### src/rtl/axi_wr_mon.sv
// Passive AXI3 write-channel monitor: per-channel AW queue, beat address reconstruction,
// beat/sample counters and sticky protocol errors. Optional WID check: AXI_WMON_ID_CHK_EN.
module axi_wr_mon #(
   parameter int NUM_CH  = 5,
   parameter int DW      = 64,
   parameter int AW      = 32,
   parameter int IDW     = 4,
   parameter int LENW    = 4,
   parameter int SMP_W   = 16,
   parameter int Q_DEPTH = 4,
   parameter int CNT_W   = 32
) (
   input  logic                       clk_i,
   input  logic                       rst_i,
   input  logic                       clr_i,
   input  logic [NUM_CH-1:0]          awvalid_i,
   input  logic [NUM_CH-1:0]          awready_i,
   input  logic [NUM_CH*AW-1:0]       awaddr_i,
   input  logic [NUM_CH*LENW-1:0]     awlen_i,
   input  logic [NUM_CH*IDW-1:0]      awid_i,
   input  logic [NUM_CH-1:0]          wvalid_i,
   input  logic [NUM_CH-1:0]          wready_i,
   input  logic [NUM_CH-1:0]          wlast_i,
   input  logic [NUM_CH*IDW-1:0]      wid_i,
   input  logic [NUM_CH*(DW/8)-1:0]   wstrb_i,
   output logic [NUM_CH*AW-1:0]       beat_adr_o,
   output logic [NUM_CH*CNT_W-1:0]    beat_cnt_o,
   output logic [NUM_CH*CNT_W-1:0]    smp_cnt_o,
   output logic [NUM_CH-1:0]          burst_done_o,
   output logic [NUM_CH*4-1:0]        err_o
);

   localparam int BPB    = DW / 8;
   localparam int ADR_SH = $clog2(BPB);
   localparam int SPB    = DW / SMP_W;
   localparam int STEP   = SMP_W / 8;
   localparam int PCW    = $clog2(SPB + 1);
   localparam int PW     = $clog2(Q_DEPTH);

   typedef enum logic [1:0] {ST_IDLE, ST_BURST, ST_ORPHAN} state_t;

   // One strobe bit per sample stands for the whole sample.
   function automatic logic [PCW-1:0] smp_pop(input logic [BPB-1:0] strb);
      logic [PCW-1:0] n;
      n = '0;
      for (int k = 0; k < SPB; k++) n = n + PCW'(strb[k*STEP]);
      return n;
   endfunction

   for (genvar c = 0; c < NUM_CH; c++) begin : g_ch
      logic            aw_acc, w_beat, wlast;
      logic [AW-1:0]   q_addr [Q_DEPTH];
      logic [LENW-1:0] q_len  [Q_DEPTH];
      logic [IDW-1:0]  q_id   [Q_DEPTH];
      logic [PW-1:0]   wr_ptr, rd_ptr;
      logic [PW:0]     q_cnt;
      logic            q_full, q_empty, push, pop;
      state_t          state, state_nxt;
      logic [LENW-1:0] idx, idx_nxt, cur_idx;
      logic            matched, orphan_set, len_set, id_set, ovf_set, done_set;
      logic [AW-1:0]   adr_cur;
      logic [CNT_W-1:0] beat_cnt, smp_cnt;
      logic [CNT_W:0]  smp_sum;
      logic [AW-1:0]   beat_adr;
      logic [3:0]      err;
      logic            done_q;

      assign aw_acc  = awvalid_i[c] & awready_i[c];
      assign w_beat  = wvalid_i[c] & wready_i[c];
      assign wlast   = wlast_i[c];
      assign q_full  = (q_cnt == (PW+1)'(Q_DEPTH));
      assign q_empty = (q_cnt == '0);
      assign push    = aw_acc & (~q_full | pop);
      assign ovf_set = aw_acc & q_full & ~pop;
      assign cur_idx = (state == ST_BURST) ? idx : '0;
      assign adr_cur = q_addr[rd_ptr] + (AW'(cur_idx) << ADR_SH);
      assign matched = w_beat & ((state == ST_BURST) | ((state == ST_IDLE) & ~q_empty));

`ifdef AXI_WMON_ID_CHK_EN
      assign id_set = matched & (wid_i[c*IDW +: IDW] != q_id[rd_ptr]);
`else
      logic unused_id;
      assign unused_id = ^{wid_i[c*IDW +: IDW], q_id[rd_ptr]};
      assign id_set    = 1'b0;
`endif

      // NOTE: every signal written here gets a default first, so no path leaves one
      // unassigned and no latch is inferred.
      always_comb begin
         state_nxt  = state;
         idx_nxt    = idx;
         pop        = 1'b0;
         len_set    = 1'b0;
         done_set   = 1'b0;
         orphan_set = 1'b0;
         if (matched) begin
            if (wlast || cur_idx == q_len[rd_ptr]) begin
               len_set   = ~wlast | (cur_idx != q_len[rd_ptr]);
               pop       = 1'b1;
               done_set  = 1'b1;
               idx_nxt   = '0;
               state_nxt = ST_IDLE;
            end else begin
               idx_nxt   = cur_idx + 1'b1;
               state_nxt = ST_BURST;
            end
         end else if (w_beat) begin
            case (state)
               ST_IDLE: begin
                  orphan_set = 1'b1;
                  state_nxt  = wlast ? ST_IDLE : ST_ORPHAN;
               end
               ST_ORPHAN: if (wlast) state_nxt = ST_IDLE;
               default:   state_nxt = ST_IDLE;
            endcase
         end
      end

      // NOTE: state is updated with non-blocking assignments so every register samples
      // values from before the edge, independent of process order.
      always_ff @(posedge clk_i) begin
         if (rst_i) begin
            state  <= ST_IDLE;
            idx    <= '0;
            wr_ptr <= '0;
            rd_ptr <= '0;
            q_cnt  <= '0;
         end else begin
            state <= state_nxt;
            idx   <= idx_nxt;
            if (push) wr_ptr <= wr_ptr + 1'b1;
            if (pop)  rd_ptr <= rd_ptr + 1'b1;
            case ({push, pop})
               2'b10:   q_cnt <= q_cnt + 1'b1;
               2'b01:   q_cnt <= q_cnt - 1'b1;
               default: q_cnt <= q_cnt;
            endcase
         end
      end

      // NOTE: queue storage is not reset; emptiness is tracked by q_cnt alone, so stale
      // entries are never observed.
      always_ff @(posedge clk_i) begin
         if (push) begin
            q_addr[wr_ptr] <= awaddr_i[c*AW +: AW];
            q_len[wr_ptr]  <= awlen_i[c*LENW +: LENW];
            q_id[wr_ptr]   <= awid_i[c*IDW +: IDW];
         end
      end

      assign smp_sum = {1'b0, smp_cnt} + (CNT_W+1)'(smp_pop(wstrb_i[c*BPB +: BPB]));

      always_ff @(posedge clk_i) begin
         if (rst_i) begin
            beat_adr <= '0;
            beat_cnt <= '0;
            smp_cnt  <= '0;
            err      <= '0;
            done_q   <= 1'b0;
         end else begin
            done_q <= done_set;
            if (matched) beat_adr <= adr_cur;
            if (clr_i) begin
               beat_cnt <= '0;
               smp_cnt  <= '0;
               err      <= '0;
            end else begin
               if (w_beat) begin
                  if (!(&beat_cnt)) beat_cnt <= beat_cnt + 1'b1;
                  smp_cnt <= smp_sum[CNT_W] ? '1 : smp_sum[CNT_W-1:0];
               end
               err <= err | {orphan_set, ovf_set, len_set, id_set};
            end
         end
      end

      assign beat_adr_o[c*AW +: AW]       = beat_adr;
      assign beat_cnt_o[c*CNT_W +: CNT_W] = beat_cnt;
      assign smp_cnt_o[c*CNT_W +: CNT_W]  = smp_cnt;
      assign burst_done_o[c]              = done_q;
      assign err_o[c*4 +: 4]              = err;
   end

endmodule

### config.mk
export PLATFORM = sky130hd
export DESIGN_NAME = axi_wr_mon
export DESIGN_NICKNAME = d
export VERILOG_FILES = /design/src/rtl/axi_wr_mon.sv
export SDC_FILE = /design/constraint.sdc
export NUM_CORES = 2
export LEC_CHECK = 0
export CORE_ASPECT_RATIO = 0.7
export CORE_MARGIN = 10
export CORE_UTILIZATION = 30
export CTS_CLUSTER_DIAMETER = 200
export DETAILED_ROUTE_END_ITERATION = 12
export GPL_TIMING_DRIVEN = 0
export SYNTH_ARGS = -nofsm -noshare
export SYNTH_HDL_FRONTEND = slang
export SYNTH_SLANG_ARGS = --single-unit
### constraint.sdc
create_clock -name clk_i -period 6.3 [get_ports clk_i]
set_clock_uncertainty 0.1 [all_clocks]
set_input_delay 1.26 -clock clk_i [delete_from_list [all_inputs] [get_ports clk_i]]
set_output_delay 1.26 -clock clk_i [all_outputs]
set_load 0.1 [all_outputs]
# Yosys cells after proc, flatten, opt, wreduce, memory -nomap -nowiden

Memory sizes are Yosys's and may differ from the RTL's. A register that Yosys moved wholly into a read port is not among the register bits.
Index checks and enable logic that the tools add are counted.

Logic and storage cells: 391
Memory bits (writable): 720
Output and inout port bits: 505
Memories: 10
Bits in latches: 0
Bits of input ports: 288
Bits in registers: 570
Memory bits (read-only): 0

Memories:

| name           | words | width | rd ports | clocked after Yosys merged registers in | wr ports | line | text |
|---|---|---|---|---|---|---|---|
| g_ch[0].q_addr | 4     | 32    | 1        | 1                                       | 1        | 52   | `logic [AW-1:0] q_addr [Q_DEPTH];` |
| g_ch[1].q_addr | 4     | 32    | 1        | 1                                       | 1        | 52   |  |
| g_ch[2].q_addr | 4     | 32    | 1        | 1                                       | 1        | 52   |  |
| g_ch[3].q_addr | 4     | 32    | 1        | 1                                       | 1        | 52   |  |
| g_ch[4].q_addr | 4     | 32    | 1        | 1                                       | 1        | 52   |  |
| g_ch[0].q_len  | 4     | 4     | 1        | 1                                       | 1        | 53   | `logic [LENW-1:0] q_len [Q_DEPTH];` |
| +4 memories    | n/a   | n/a   | n/a      | n/a                                     | n/a      | n/a  |  |

Bitwise logic cells: 80
Equality and inequality tests: 40
Shift-type cells: 0
$add $sub $neg: 55
$mul: 0
Mux-type cells: 115
Order comparisons: 0
Div/mod/pow operators: 0
Reduce and logical (&&, ||, !) cells: 41

Operator list:

| cell                  | count |
|---|---|
| $add 32x3->33         | 5 |
| $add 32x1->32 const B | 5 |
| $add 32x7->32         | 5 |
| $mux 32               | 5 |
| $reduce_and 32->1     | 5 |
| $mux 2                | 40 |
| $mux 1                | 50 |
| $mux 4                | 10 |
| $and 1x1->1           | 35 |
| $pmux 3 s2            | 5 |
| $not 1->1             | 25 |
| $add 2x1->2 const B   | 10 |
| $add 4x1->4 const B   | 5 |
| $eq 2x1->1 const B    | 10 |
| $eq 2x2->1 const B    | 10 |
| $eq 4x4->1            | 5 |
| $ne 4x4->1            | 5 |
| $or 4x4->4            | 5 |
| $pmux 2 s2            | 5 |
| $reduce_and 2->1      | 10 |
| $reduce_bool 2->1     | 10 |
| $add 2x1->3           | 5 |
| $add 3x1->3           | 5 |
| $add 3x1->3 const B   | 5 |
| other kinds (9)       | 51 |

# Logic depth before layout (Yosys ltp)

Depth in word-level cells: 10
Gate-level depth with buffers: 16
Gate-level depth less buffers: 12

# Worst setup path before layout

Ideal clock, no wire load.

Kind: register to register
From: reg (tool-made name)
To: mem g_ch[0].q_addr[0][0] (enable)
Required time: 5.771 ns
Buffers on the path: 4
Stages on the path, launching flop included: 12
Clock period less this slack: 4.711 ns
Arrival time: 4.182 ns
Setup time: 0.429 ns
Setup slack: 1.589 ns
Cells stage by stage: dfxtp_1 > buf_4 > buf_2 > buf_2 > mux4_2 > xnor2_1 > nand4_1 > ha_1 > clkbuf_1 > o21ai_0 > nand3_1 > nor2_1

RTL lines:

| element          | line |
|---|---|
| end: declaration | 52 |

==> flow_summary.yaml <==
setup_path:
  required_ns: 6.83
  startpoint_type: "flip-flop"
  r2r_slack_ns: 1.15
  endpoint_kind: "flip-flop"
  path_max_fanout: 10
  r2r_end: "g_ch[0].q_cnt[2]"
  reg2regPathDepth: 15
  path_class: "flip-flop to flip-flop"
  critical_path_arrival_ns: 5.68
cells_and_area:
  final_common_cell: "clkdlybuf4s50_1"
  drive_gt1_frac: 0.0965
  mostFrequentLayoutCells: "clkdlybuf4s50_1, edfxtp_1, dfxtp_1"
  instances_no_fill: 7686
  multi_input_area_um2: 20000
  fillers: 17000
  fin_nets: 5568
  final_area_um2: 69800
  finish.utilization: 0.388
  syn_to_final_growth_pct: 28.4
  seq_area_um2: 33100
placement:
  dp_hpwl_um: 138000
  place_area_um2: 65200
  port_buffers: 727
  preCtsSetupSlack_ns: 0.586
  gp_congestion: 0.870
  numPlacedInstances: 7435
clocking:
  clock-sinks: 1295
  cts_hold_buf: 0
  cts_root_buffer: "clkbuf_16"
  cts_resized: 0
  clock_path_buffers: 3
  path_clk_slew_ns: 0.07
  h-tree-depth: 4
  cts_buffers: 134
  insertion_delay_ns: 0.77
  cts_tree: "done"
  post_cts_buffers: 0
grt:
  grt_pass1_vias: 38000
  grt_use_total: 0.175
  grt_pass1_wl_um: 263000
  antenna_found_initial: 27
  grt_max_degree: 29
  grt_overflow: 0
power_and_ir_drop:
  power_mw: 19.5
  power_leakage_nw: 22.2
  powerDensity_nw_per_um2: 280
  ir_worst_vdd_mv: 0.242
logic_synthesis:
  ys_seq_area_frac: 0.610
  synth_edf_count: 720
  yosysWarnings: 0
  yosysTopAreaCellShare: 0.398
  synth_cell_type_count: 79
  synth_area_um2: 54300
  yosys.area.top_type: "edfxtp_1"
  synth.area.top_cells: "edfxtp_1, dfxtp_1, mux4_2"
  post_synth_inst_count: 4303
  ys_ff_latch: 1295
  synthFlopType: "edfxtp_1"
  async_flop_share: 0
  syn_avg_cell_area_um2: 12.6
sta:
  fin_crit_sh: 0.817
  rsz0062_at_grt: "false"
  hold_violations: 0
  fin_ws_ns: 1.15
  maxSlewViolCount: 0
  relSlewSlack: 0.0705
  setup_viol: 0
  tightest_slew_ns: 1.39
  finalSetupTns_ns: 0
  whs_ns: 0.359
  finalCriticalPeriod_ns: 5.15
  clock.fmax_ghz: 0.194
routing:
  first_pass_iters: 5
  vias: 38500
  route.detailed.drc: 0
  viasPerCell: 5.01
  ant_nets: 0
  drtIter0Drc: 2909
  postRouteWirelength_um: 181000
  routedWlPerCell_um: 23.6
status:
  status: "finished clean"
die:
  die_w_um: 529
  dieArea_um2: 199000
  rows: 130
  start_util: 0.302
  io_pins: 793
  core-area_um2: 180000
  fp.dieH_um: 376
worst_hold_path:
  holdPathEnd: "g_ch[1].idx[3]"
  hp-class: "flip-flop to flip-flop"
  hold_depth: 2
  min_from: "g_ch[1].idx[3]"
flow_run:
  cap_violations: 0
==> critical path: stages, from the launching register on <==
cell      delay [ns]
dfxtp_1         0.30
buf_2           0.24
clkbuf_1        0.63
clkbuf_1        0.58
mux4_2          0.44
xnor2_1         0.16
nand4_1         0.17
ha_1            0.22
clkbuf_1        0.22
nor4_1          0.81
and2_1          0.26
inv_1           0.07
fa_1            0.39
mux2i_1         0.19
xor2_1          0.16
nor2_1          0.06
==> synth_stat cells (all sizes together), types with 37 or more instances <==
cell,instances
a211oi,143
a21oi,235
and2,62
and3,72
and4,46
buf,50
clkbuf,153
dfxtp,575
edfxtp,720
ha,60
inv,91
mux4,180
nand2,292
nand3,184
nand4,121
nor2,414
nor3,89
nor4,52
o21ai,68
or3,37
xnor2,192
xor2,230
==> registers in the layout, indices dropped and copies added (netlist names), named ones only <==
name / flops
g_ch.q_cnt: 15
g_ch.done_q: 5
g_ch.q_len: 80
g_ch.smp_cnt: 160
g_ch.err: 15
g_ch.q_addr: 640
g_ch.beat_adr: 160
g_ch.beat_cnt: 160
g_ch.state: 10
g_ch.idx: 20
g_ch.wr_ptr: 10
g_ch.rd_ptr: 10
==> cells by family after synthesis <==
kind of cell / share of synthesized area
AOI/OAI and AO/OA: 0.0650
DFF: 0.610
muxes: 0.0777
other: 0.0000690
xor gates and xnor gates: 0.0680
and+or+nand+nor: 0.133
adders and majority gates: 0.0230
buffers and inverters: 0.0234
==> where the power goes <==
| group | total (mW) | switching [mW] | internal [mW] |
|---|---|---|---|
| registers | 9.26 | 0.118 | 9.14 |
| logic | 2.06 | 1.42 | 0.636 |
| clock network | 8.21 | 3.56 | 4.65 |
| total | 19.5 | 5.10 | 14.4 |
==> worst max-delay path by stage <==
stage | cells past startpoint | start | end
after floorplan | 11 | flip-flop | g_ch[0].q_addr[0][0]
after global routing | 15 | flip-flop | g_ch[0].q_cnt[2]
final | 15 | flip-flop | g_ch[0].q_cnt[2]
after global placement | 11 | flip-flop | g_ch[0].q_addr[2][26]
after detailed placement | 14 | wstrb_i[16] | g_ch[2].smp_cnt[16]
after CTS | 15 | flip-flop | g_ch[0].q_cnt[2]
==> layer usage <==
metal  vias up  wire length [um]  global-route usage
li1      17800                 -                   -
met1     19200             77700               0.228
met2      1216             86400               0.292
met3       254             12200              0.0416
met4        28              4600              0.0450
met5         -               173                   0
==> area by class of cell <==
type,instances,area share
Multi-Input combinational cell,2718,0.287
Clock buffer,178,0.0527
Antenna cell,3,0.000108
Clock inverter,70,0.0124
Sequential cell,1295,0.475
Tap cell,2376,0.0426
Inverter,91,0.00490
Timing Repair Buffer,752,0.112
Buffer,203,0.0135
Power figures use the tool's default switching activity.
